File: src/rtl/bip_control_unit_if.sv
// rtl/bip_control_unit_if.sv - bus bundle between program memory/datapath and the BIP controller
//
// Purpose : groups the start request, the instruction fetch and the datapath controls.
// Signals : i_start   start request (leaves IDLE)
//           i_instr   program memory word at o_pc
//           o_pc      program counter
//           o_operand IR operand field
//           o_sel_a   accumulator input mux select
//           o_sel_b   ALU B operand select
//           o_op      ALU op (0 add, 1 sub)
//           o_wr_acc  accumulator enable
//           o_wr_ram  data RAM write strobe
//           o_rd_ram  data RAM read strobe
//           o_halted  controller is in HALT
//           o_cycles  FETCH/EXEC cycle counter
// Modports: master = environment (drives start/instr), slave = controller.
interface bip_control_unit_if #(
    parameter int E_BITS   = 16,
    parameter int PC_BITS  = 11,
    parameter int CNT_BITS = 32
);
    logic                i_start;
    logic [E_BITS-1:0]   i_instr;
    logic [PC_BITS-1:0]  o_pc;
    logic [PC_BITS-1:0]  o_operand;
    logic [1:0]          o_sel_a;
    logic                o_sel_b;
    logic                o_op;
    logic                o_wr_acc;
    logic                o_wr_ram;
    logic                o_rd_ram;
    logic                o_halted;
    logic [CNT_BITS-1:0] o_cycles;

    modport master (
        output i_start, i_instr,
        input  o_pc, o_operand, o_sel_a, o_sel_b, o_op,
        input  o_wr_acc, o_wr_ram, o_rd_ram, o_halted, o_cycles
    );

    modport slave (
        input  i_start, i_instr,
        output o_pc, o_operand, o_sel_a, o_sel_b, o_op,
        output o_wr_acc, o_wr_ram, o_rd_ram, o_halted, o_cycles
    );
endinterface

File: src/rtl/bip_control_unit.sv
// rtl/bip_control_unit.sv - two-phase (FETCH/EXEC) controller for the BIP accumulator datapath
//
// Purpose : fetches the instruction at o_pc, latches it in IR, then drives the
//           datapath strobes and selects for exactly one EXEC cycle.
// Ports   : i_clock  rising-edge clock
//           i_reset  synchronous active-high reset
//           bus      bip_control_unit_if.slave (start, instr in; pc, operand,
//                    selects, strobes, halted, cycle count out)
module bip_control_unit #(
    parameter int E_BITS   = 16,
    parameter int OPC_BITS = 5,
    parameter int PC_BITS  = 11,
    parameter int CNT_BITS = 32
) (
    input  logic               i_clock,
    input  logic               i_reset,
    bip_control_unit_if.slave  bus
);

    typedef enum logic [1:0] {
        ST_IDLE  = 2'b00,
        ST_FETCH = 2'b01,
        ST_EXEC  = 2'b10,
        ST_HALT  = 2'b11
    } state_t;

    localparam logic [OPC_BITS-1:0] OPC_HLT  = OPC_BITS'(0);
    localparam logic [OPC_BITS-1:0] OPC_STO  = OPC_BITS'(1);
    localparam logic [OPC_BITS-1:0] OPC_LD   = OPC_BITS'(2);
    localparam logic [OPC_BITS-1:0] OPC_LDI  = OPC_BITS'(3);
    localparam logic [OPC_BITS-1:0] OPC_ADD  = OPC_BITS'(4);
    localparam logic [OPC_BITS-1:0] OPC_ADDI = OPC_BITS'(5);
    localparam logic [OPC_BITS-1:0] OPC_SUB  = OPC_BITS'(6);
    localparam logic [OPC_BITS-1:0] OPC_SUBI = OPC_BITS'(7);

    // Accumulator input mux encodings
    localparam logic [1:0] SEL_A_RAM = 2'd0;
    localparam logic [1:0] SEL_A_IMM = 2'd1;
    localparam logic [1:0] SEL_A_ALU = 2'd2;

    state_t              state_q,  state_d;
    logic [PC_BITS-1:0]  pc_q,     pc_d;
    logic [E_BITS-1:0]   ir_q,     ir_d;
    logic [CNT_BITS-1:0] cycles_q, cycles_d;

    logic [OPC_BITS-1:0] opcode;

    assign opcode = ir_q[E_BITS-1 -: OPC_BITS];

    always_ff @(posedge i_clock) begin
        if (i_reset) begin
            state_q  <= ST_IDLE;
            pc_q     <= '0;
            ir_q     <= '0;
            cycles_q <= '0;
        end else begin
            state_q  <= state_d;
            pc_q     <= pc_d;
            ir_q     <= ir_d;
            cycles_q <= cycles_d;
        end
    end

    // Next-state, PC, IR and cycle counter
    always_comb begin
        state_d  = state_q;
        pc_d     = pc_q;
        ir_d     = ir_q;
        cycles_d = cycles_q;

        // The counter only runs while an instruction is in flight and sticks at all-ones.
        if ((state_q == ST_FETCH || state_q == ST_EXEC) && (cycles_q != '1)) begin
            cycles_d = cycles_q + CNT_BITS'(1);
        end

        case (state_q)
            ST_IDLE: begin
                if (bus.i_start) begin
                    state_d = ST_FETCH;
                end
            end
            ST_FETCH: begin
                ir_d    = bus.i_instr;
                state_d = ST_EXEC;
            end
            ST_EXEC: begin
                if (opcode == OPC_HLT) begin
                    // PC stays on the HLT so a debugger sees where execution stopped.
                    state_d = ST_HALT;
                end else begin
                    pc_d    = pc_q + PC_BITS'(1);
                    state_d = ST_FETCH;
                end
            end
            ST_HALT: begin
                state_d = ST_HALT;
            end
            default: begin
                state_d = ST_IDLE;
            end
        endcase
    end

    // Datapath control decode; everything stays low outside EXEC.
    always_comb begin
        bus.o_sel_a  = SEL_A_RAM;
        bus.o_sel_b  = 1'b0;
        bus.o_op     = 1'b0;
        bus.o_wr_acc = 1'b0;
        bus.o_wr_ram = 1'b0;
        bus.o_rd_ram = 1'b0;

        if (state_q == ST_EXEC) begin
            case (opcode)
                OPC_STO: begin
                    bus.o_wr_ram = 1'b1;
                end
                OPC_LD: begin
                    bus.o_rd_ram = 1'b1;
                    bus.o_sel_a  = SEL_A_RAM;
                    bus.o_wr_acc = 1'b1;
                end
                OPC_LDI: begin
                    bus.o_sel_a  = SEL_A_IMM;
                    bus.o_wr_acc = 1'b1;
                end
                OPC_ADD: begin
                    bus.o_rd_ram = 1'b1;
                    bus.o_sel_b  = 1'b0;
                    bus.o_op     = 1'b0;
                    bus.o_sel_a  = SEL_A_ALU;
                    bus.o_wr_acc = 1'b1;
                end
                OPC_ADDI: begin
                    bus.o_sel_b  = 1'b1;
                    bus.o_op     = 1'b0;
                    bus.o_sel_a  = SEL_A_ALU;
                    bus.o_wr_acc = 1'b1;
                end
                OPC_SUB: begin
                    bus.o_rd_ram = 1'b1;
                    bus.o_sel_b  = 1'b0;
                    bus.o_op     = 1'b1;
                    bus.o_sel_a  = SEL_A_ALU;
                    bus.o_wr_acc = 1'b1;
                end
                OPC_SUBI: begin
                    bus.o_sel_b  = 1'b1;
                    bus.o_op     = 1'b1;
                    bus.o_sel_a  = SEL_A_ALU;
                    bus.o_wr_acc = 1'b1;
                end
                default: begin
                    // HLT and unassigned opcodes drive no strobes.
                end
            endcase
        end
    end

    assign bus.o_pc      = pc_q;
    assign bus.o_operand = ir_q[PC_BITS-1:0];
    assign bus.o_halted  = (state_q == ST_HALT);
    assign bus.o_cycles  = cycles_q;

endmodule

File: src/flat_wrapper.sv
// flat-port wrapper written by rule: the top's interface ports become plain ports
module bip_control_unit_flat 
#(
    parameter int E_BITS   = 16,
    parameter int OPC_BITS = 5,
    parameter int PC_BITS  = 11,
    parameter int CNT_BITS = 32
)
  (i_clock, i_reset, bus_i_start, bus_i_instr, bus_o_pc, bus_o_operand, bus_o_sel_a, bus_o_sel_b, bus_o_op, bus_o_wr_acc, bus_o_wr_ram, bus_o_rd_ram, bus_o_halted, bus_o_cycles);
  bip_control_unit_if #(.E_BITS(E_BITS), .PC_BITS(PC_BITS), .CNT_BITS(CNT_BITS)) bus_i ();
  input  logic i_clock;
  input  logic i_reset;
  input wire logic [$bits(bus_i.i_start)-1:0] bus_i_start;
  input wire logic [$bits(bus_i.i_instr)-1:0] bus_i_instr;
  output wire logic [$bits(bus_i.o_pc)-1:0] bus_o_pc;
  output wire logic [$bits(bus_i.o_operand)-1:0] bus_o_operand;
  output wire logic [$bits(bus_i.o_sel_a)-1:0] bus_o_sel_a;
  output wire logic [$bits(bus_i.o_sel_b)-1:0] bus_o_sel_b;
  output wire logic [$bits(bus_i.o_op)-1:0] bus_o_op;
  output wire logic [$bits(bus_i.o_wr_acc)-1:0] bus_o_wr_acc;
  output wire logic [$bits(bus_i.o_wr_ram)-1:0] bus_o_wr_ram;
  output wire logic [$bits(bus_i.o_rd_ram)-1:0] bus_o_rd_ram;
  output wire logic [$bits(bus_i.o_halted)-1:0] bus_o_halted;
  output wire logic [$bits(bus_i.o_cycles)-1:0] bus_o_cycles;
  assign bus_i.i_start = bus_i_start;
  assign bus_i.i_instr = bus_i_instr;
  assign bus_o_pc = bus_i.o_pc;
  assign bus_o_operand = bus_i.o_operand;
  assign bus_o_sel_a = bus_i.o_sel_a;
  assign bus_o_sel_b = bus_i.o_sel_b;
  assign bus_o_op = bus_i.o_op;
  assign bus_o_wr_acc = bus_i.o_wr_acc;
  assign bus_o_wr_ram = bus_i.o_wr_ram;
  assign bus_o_rd_ram = bus_i.o_rd_ram;
  assign bus_o_halted = bus_i.o_halted;
  assign bus_o_cycles = bus_i.o_cycles;
  bip_control_unit #(.E_BITS(E_BITS), .OPC_BITS(OPC_BITS), .PC_BITS(PC_BITS), .CNT_BITS(CNT_BITS)) u_core (.i_clock(i_clock), .i_reset(i_reset), .bus(bus_i));
endmodule
File: config.mk
export PLATFORM = sky130hd
export DESIGN_NAME = bip_control_unit_flat
export DESIGN_NICKNAME = d
export VERILOG_FILES = /design/src/rtl/bip_control_unit_if.sv /design/src/rtl/bip_control_unit.sv /design/src/flat_wrapper.sv
export SDC_FILE = /design/constraint.sdc
export NUM_CORES = 1
export LEC_CHECK = 0
export ABC_AREA = 1
export BUFFER_PORTS_ARGS = -buffer_cell sky130_fd_sc_hd__buf_2
export CORE_ASPECT_RATIO = 2
export CORE_MARGIN = 10
export CORE_UTILIZATION = 58
export DETAILED_ROUTE_END_ITERATION = 16
export GPL_TIMING_DRIVEN = 0
export PLACE_DENSITY = 0.91
export SLEW_MARGIN = 20
export SYNTH_ARGS = -nofsm -noshare
export SYNTH_HDL_FRONTEND = slang
export SYNTH_SLANG_ARGS = --single-unit
export TNS_END_PERCENT = 10
File: constraint.sdc
create_clock -name i_clock -period 3.9 [get_ports i_clock]
set_input_delay 0 -clock i_clock [delete_from_list [all_inputs] [get_ports i_clock]]
set_output_delay 0 -clock i_clock [all_outputs]
set_load 0.05 [all_outputs]
==> run summary <==
Final hold vios: 0
Nets: 664
Synth-to-layout area growth: 28.5%
Total congestion overflow: 0
Gate power share: 18.6%
Sequential element share of the synthesized area: 35.8%
Number of global-route vias before repair: 3966
Register bit total from synthesis: 61
Initial DRC count: 245
CP endpoint kind: flip-flop
Hold Path Depth: 2
HP Class: primary input to flip-flop
Critical path type: flip-flop to flip-flop
Die W: 74.2 µm
Avg Cell Area, Syn: 6.42 µm²
Startpoint types: flip-flop
Int Pwr: 1.35 mW
Pre-CTS WS: 1.73 ns
Starting Density: 59.8%
Gpl congestion: 0.995
Critical Path Fanout Max: 10
Vias per cell: 5.58
Pwr dens: 440 nW/µm²
Most used cell, CP: nor2_1
Syn Inst Count: 532
Switching power: 0.577 mW
Via count: 3934
Area of the core: 5710 µm²
Worst EP required: 4.13 ns
Clk network pwr share: 45.1%
Least-Margin Pin Slew: 0.506 ns
Die height: 128 µm
Io pins: 81
Ant diodes: 0
Bufs on Longest Clock Path: 2
Ys Warns: 0
Seq pwr share: 36.3%
Reg2reg setup slack: 1.65 ns
FP Rows: 39
Final worst path period need: 2.25 ns
Final setup TNS: 0 ns
FF-to-FF Start: u_core.state_q[1]
RSZ-0062 raised after global routing: false
CP Cell Sequence: inv_1 > ha_1 > buf_2 > nand4_1 > nor2_2 > nand2_2 > nor2_1 > nand3_2 > nand2_1 > nor2_1
Initial antenna violation count: 0
CTS tree: yes
# resized after CTS: 0
Max VDD drop: 528 µV
Gr usage total: 24.7%
DRT antenna net count: 0
Worst EP arrival: 2.48 ns
Synthesized net count: 557
Inserted Clock Buffers: 9
Rel. slew slack: 66.3%
Final setup margin: 1.65 ns
First-pass GRT wire length: 18500 µm
DR pass1 iterations: 6
Clock transition at the registers of the reported paths: 0.05 ns
Final count of negative-setup-slack endpoints: 0
Die Area: 9540 µm²
Status: complete, no violations
Final Cycle Share: 57.8%
Share of layout cells above drive strength 1: 21.4%
R2r endpoint: u_core.bus.o_cycles[31]
Clock skew: 0.00629 ns
CP max-delay cell: dfxtp_1
# H-tree levels: 3
Max-cap violations: 0
DR WL/cell: 16.3 µm
CP max stage delay: 0.39 ns
Number of remaining DRC errors: 0
Area of the mapped netlist: 3410 µm²
Final slew viol count: 0
Worst R2R Path Depth: 10
Pleak: 2.08 nW
Port Buffers: 79
Hold Crit Endpoint: u_core.bus.o_cycles[0]
Clock sink count: 61
Unique masters post-synth: 31
Hold path startpoint: i_reset
Sw Share: 29.9%
Max frequency: 0.444 GHz
Largest net degree at the start of global routing: 11
Clock root buffer: clkbuf_16
WL final: 11500 µm
Detailed Place HPWL: 8010 µm
Clk_lat worst skew: 0.34 ns
-- routing by layer --
layer  share of wire [%]  GRT usage [%]  vias to the layer above  wire length (µm)
met4                 5.4           17.6                        0               617
li1                    -              -                     1896                 -
met3                 7.5           7.08                       54               861
met2                  54           44.5                      186              6220
met1                  33           22.1                     1798              3820
met5                   0              0                        -                 0
-- area by class of cell --
type | instances | area, µm²
inverter | 56 | 210
multi-input combinational | 389 | 1810
clock inverter | 2 | 37.5
buffer | 26 | 168
tap | 61 | 76.3
sequential | 61 | 1220
fill | 420 | 1320
timing repair buffer | 96 | 566
clock buffer | 14 | 294
-- layout by cell type (no fill, tap or decap) --
master and count:
xor2_1 2, nand2_2 9, nand2_4 1, clkbuf_16 9, dlygate4sd3_1 17, and2_1 2
nor3_1 5, nor2_4 3, ha_1 6, inv_1 54, a31oi_1 1, dfxtp_1 61
nand3b_1 1, bufinv_16 1, nor2_1 125, nand3_2 5, buf_6 3, a21oi_1 40
clkinv_1 1, o21ai_0 24, clkbuf_1 7, buf_4 11, o21bai_1 1, clkinvlp_4 1
nand3_4 1, buf_2 84, inv_2 1, and3_1 1, xnor2_1 2, nor2_2 3
nand3_1 34, clkbuf_8 5, nand4_1 9, nand2_1 111, or2_2 1, nor4_1 2
-- logic make-up (layout without fill, tap and decap cells) --
logic type	after synthesis	in the layout	share of synthesized area, %
xor gates and xnor gates	4	4	1.03
buffers and inverters	82	194	11.1
adders and majority gates	6	6	2.20
AOI/OAI and AO/OA	66	66	9.79
DFF	61	61	35.8
and+or+nand+nor	313	313	40.1
-- state kept, by name (all words and copies together) (netlist names) --
signal               count
u_core.ir_q             16
u_core.bus.o_pc         11
u_core.bus.o_cycles     32
u_core.state_q           2
-- synthesized netlist by cell type --
library cell  number  share of area [%]
o21bai_1           1               0.22
xor2_1             2               0.51
nor2_2             3               0.55
nand3_1           34                5.0
xnor2_1            2               0.51
buf_4             11                2.4
nor4_1             2               0.37
nor2_1           125                 14
nand2_2            9                1.6
o21ai_0           24                3.5
nor3_1             5               0.73
nand3_4            1               0.51
nand4_1            9                1.6
dfxtp_1           61                 36
ha_1               6                2.2
inv_1             54                5.9
nand3b_1           1               0.22
a21oi_1           40                5.9
and3_1             1               0.18
a31oi_1            1               0.18
buf_2              5               0.73
inv_2              1               0.11
clkinv_1           1               0.11
clkbuf_1           7               0.77
or2_2              1               0.18
nand2_1          111                 12
and2_1             2               0.37
nand2_4            1               0.33
nor2_4             3               0.99
nand3_2            5                1.5
buf_6              3               0.99
-- what timing repair did --
action | CTS | global route
endpoints found under the setup margin | 0 | 0
setup buffers | 0 | 0
hold buffers | 17 | 0
hold endpoints to repair | 17 | 0
-- worst max path at each step --
| stage | startpoint | to | slack [ns] | depth (start not counted) |
|---|---|---|---|---|
| 2_1_floorplan | u_core.state_q[0] | bus_o_op | 1.64 | 8 |
| 3_3_place_gp | u_core.state_q[1] | u_core.bus.o_cycles[31] | 1.80 | 10 |
| 3_5_place_dp | u_core.state_q[1] | u_core.bus.o_cycles[31] | 1.73 | 10 |
| 4_1_cts | u_core.state_q[1] | u_core.bus.o_cycles[31] | 1.72 | 10 |
| 5_1_grt | u_core.state_q[1] | u_core.bus.o_cycles[31] | 1.52 | 10 |
| 6_report | u_core.state_q[1] | u_core.bus.o_cycles[31] | 1.65 | 10 |
-- power by group through the flow --
stage | sequential (mW) | clock, mW | combinational [mW]
5_1_grt | 0.703 | 0.898 | 0.388
2_1_floorplan | 0.733 | 0 | 0.225
6_report | 0.701 | 0.871 | 0.359
4_1_cts | 0.696 | 0.867 | 0.348
3_3_place_gp | 0.705 | 0 | 0.325
3_5_place_dp | 0.708 | 0 | 0.332
-- metrics by stage --
| stage | util (%) | power [mW] | hold slack, ns | area [µm²] | instances |
|---|---|---|---|---|---|
| finish | 76.8 | 1.93 | 0.106 | 4390 | 705 |
| CTS | 76.8 | 1.91 | 0.112 | 4390 | 705 |
| global route | 76.8 | 1.99 | 0.168 | 4390 | 705 |
| global placement | 68.0 | 1.03 | 0.223 | 3880 | 672 |
| floorplan | - | 0.958 | 0.135 | 3410 | 532 |
| detailed placement | 68.0 | 1.04 | 0.236 | 3880 | 672 |
-- critical path, delay by kind of cell, from the launching register on --
family                     cells  cell delay [ns]
DFF                            1             0.39
and+or+nand+nor                7             1.15
buffers and inverters          2             0.31
adders and majority gates      1             0.29
Power figures use the tool's default switching activity.
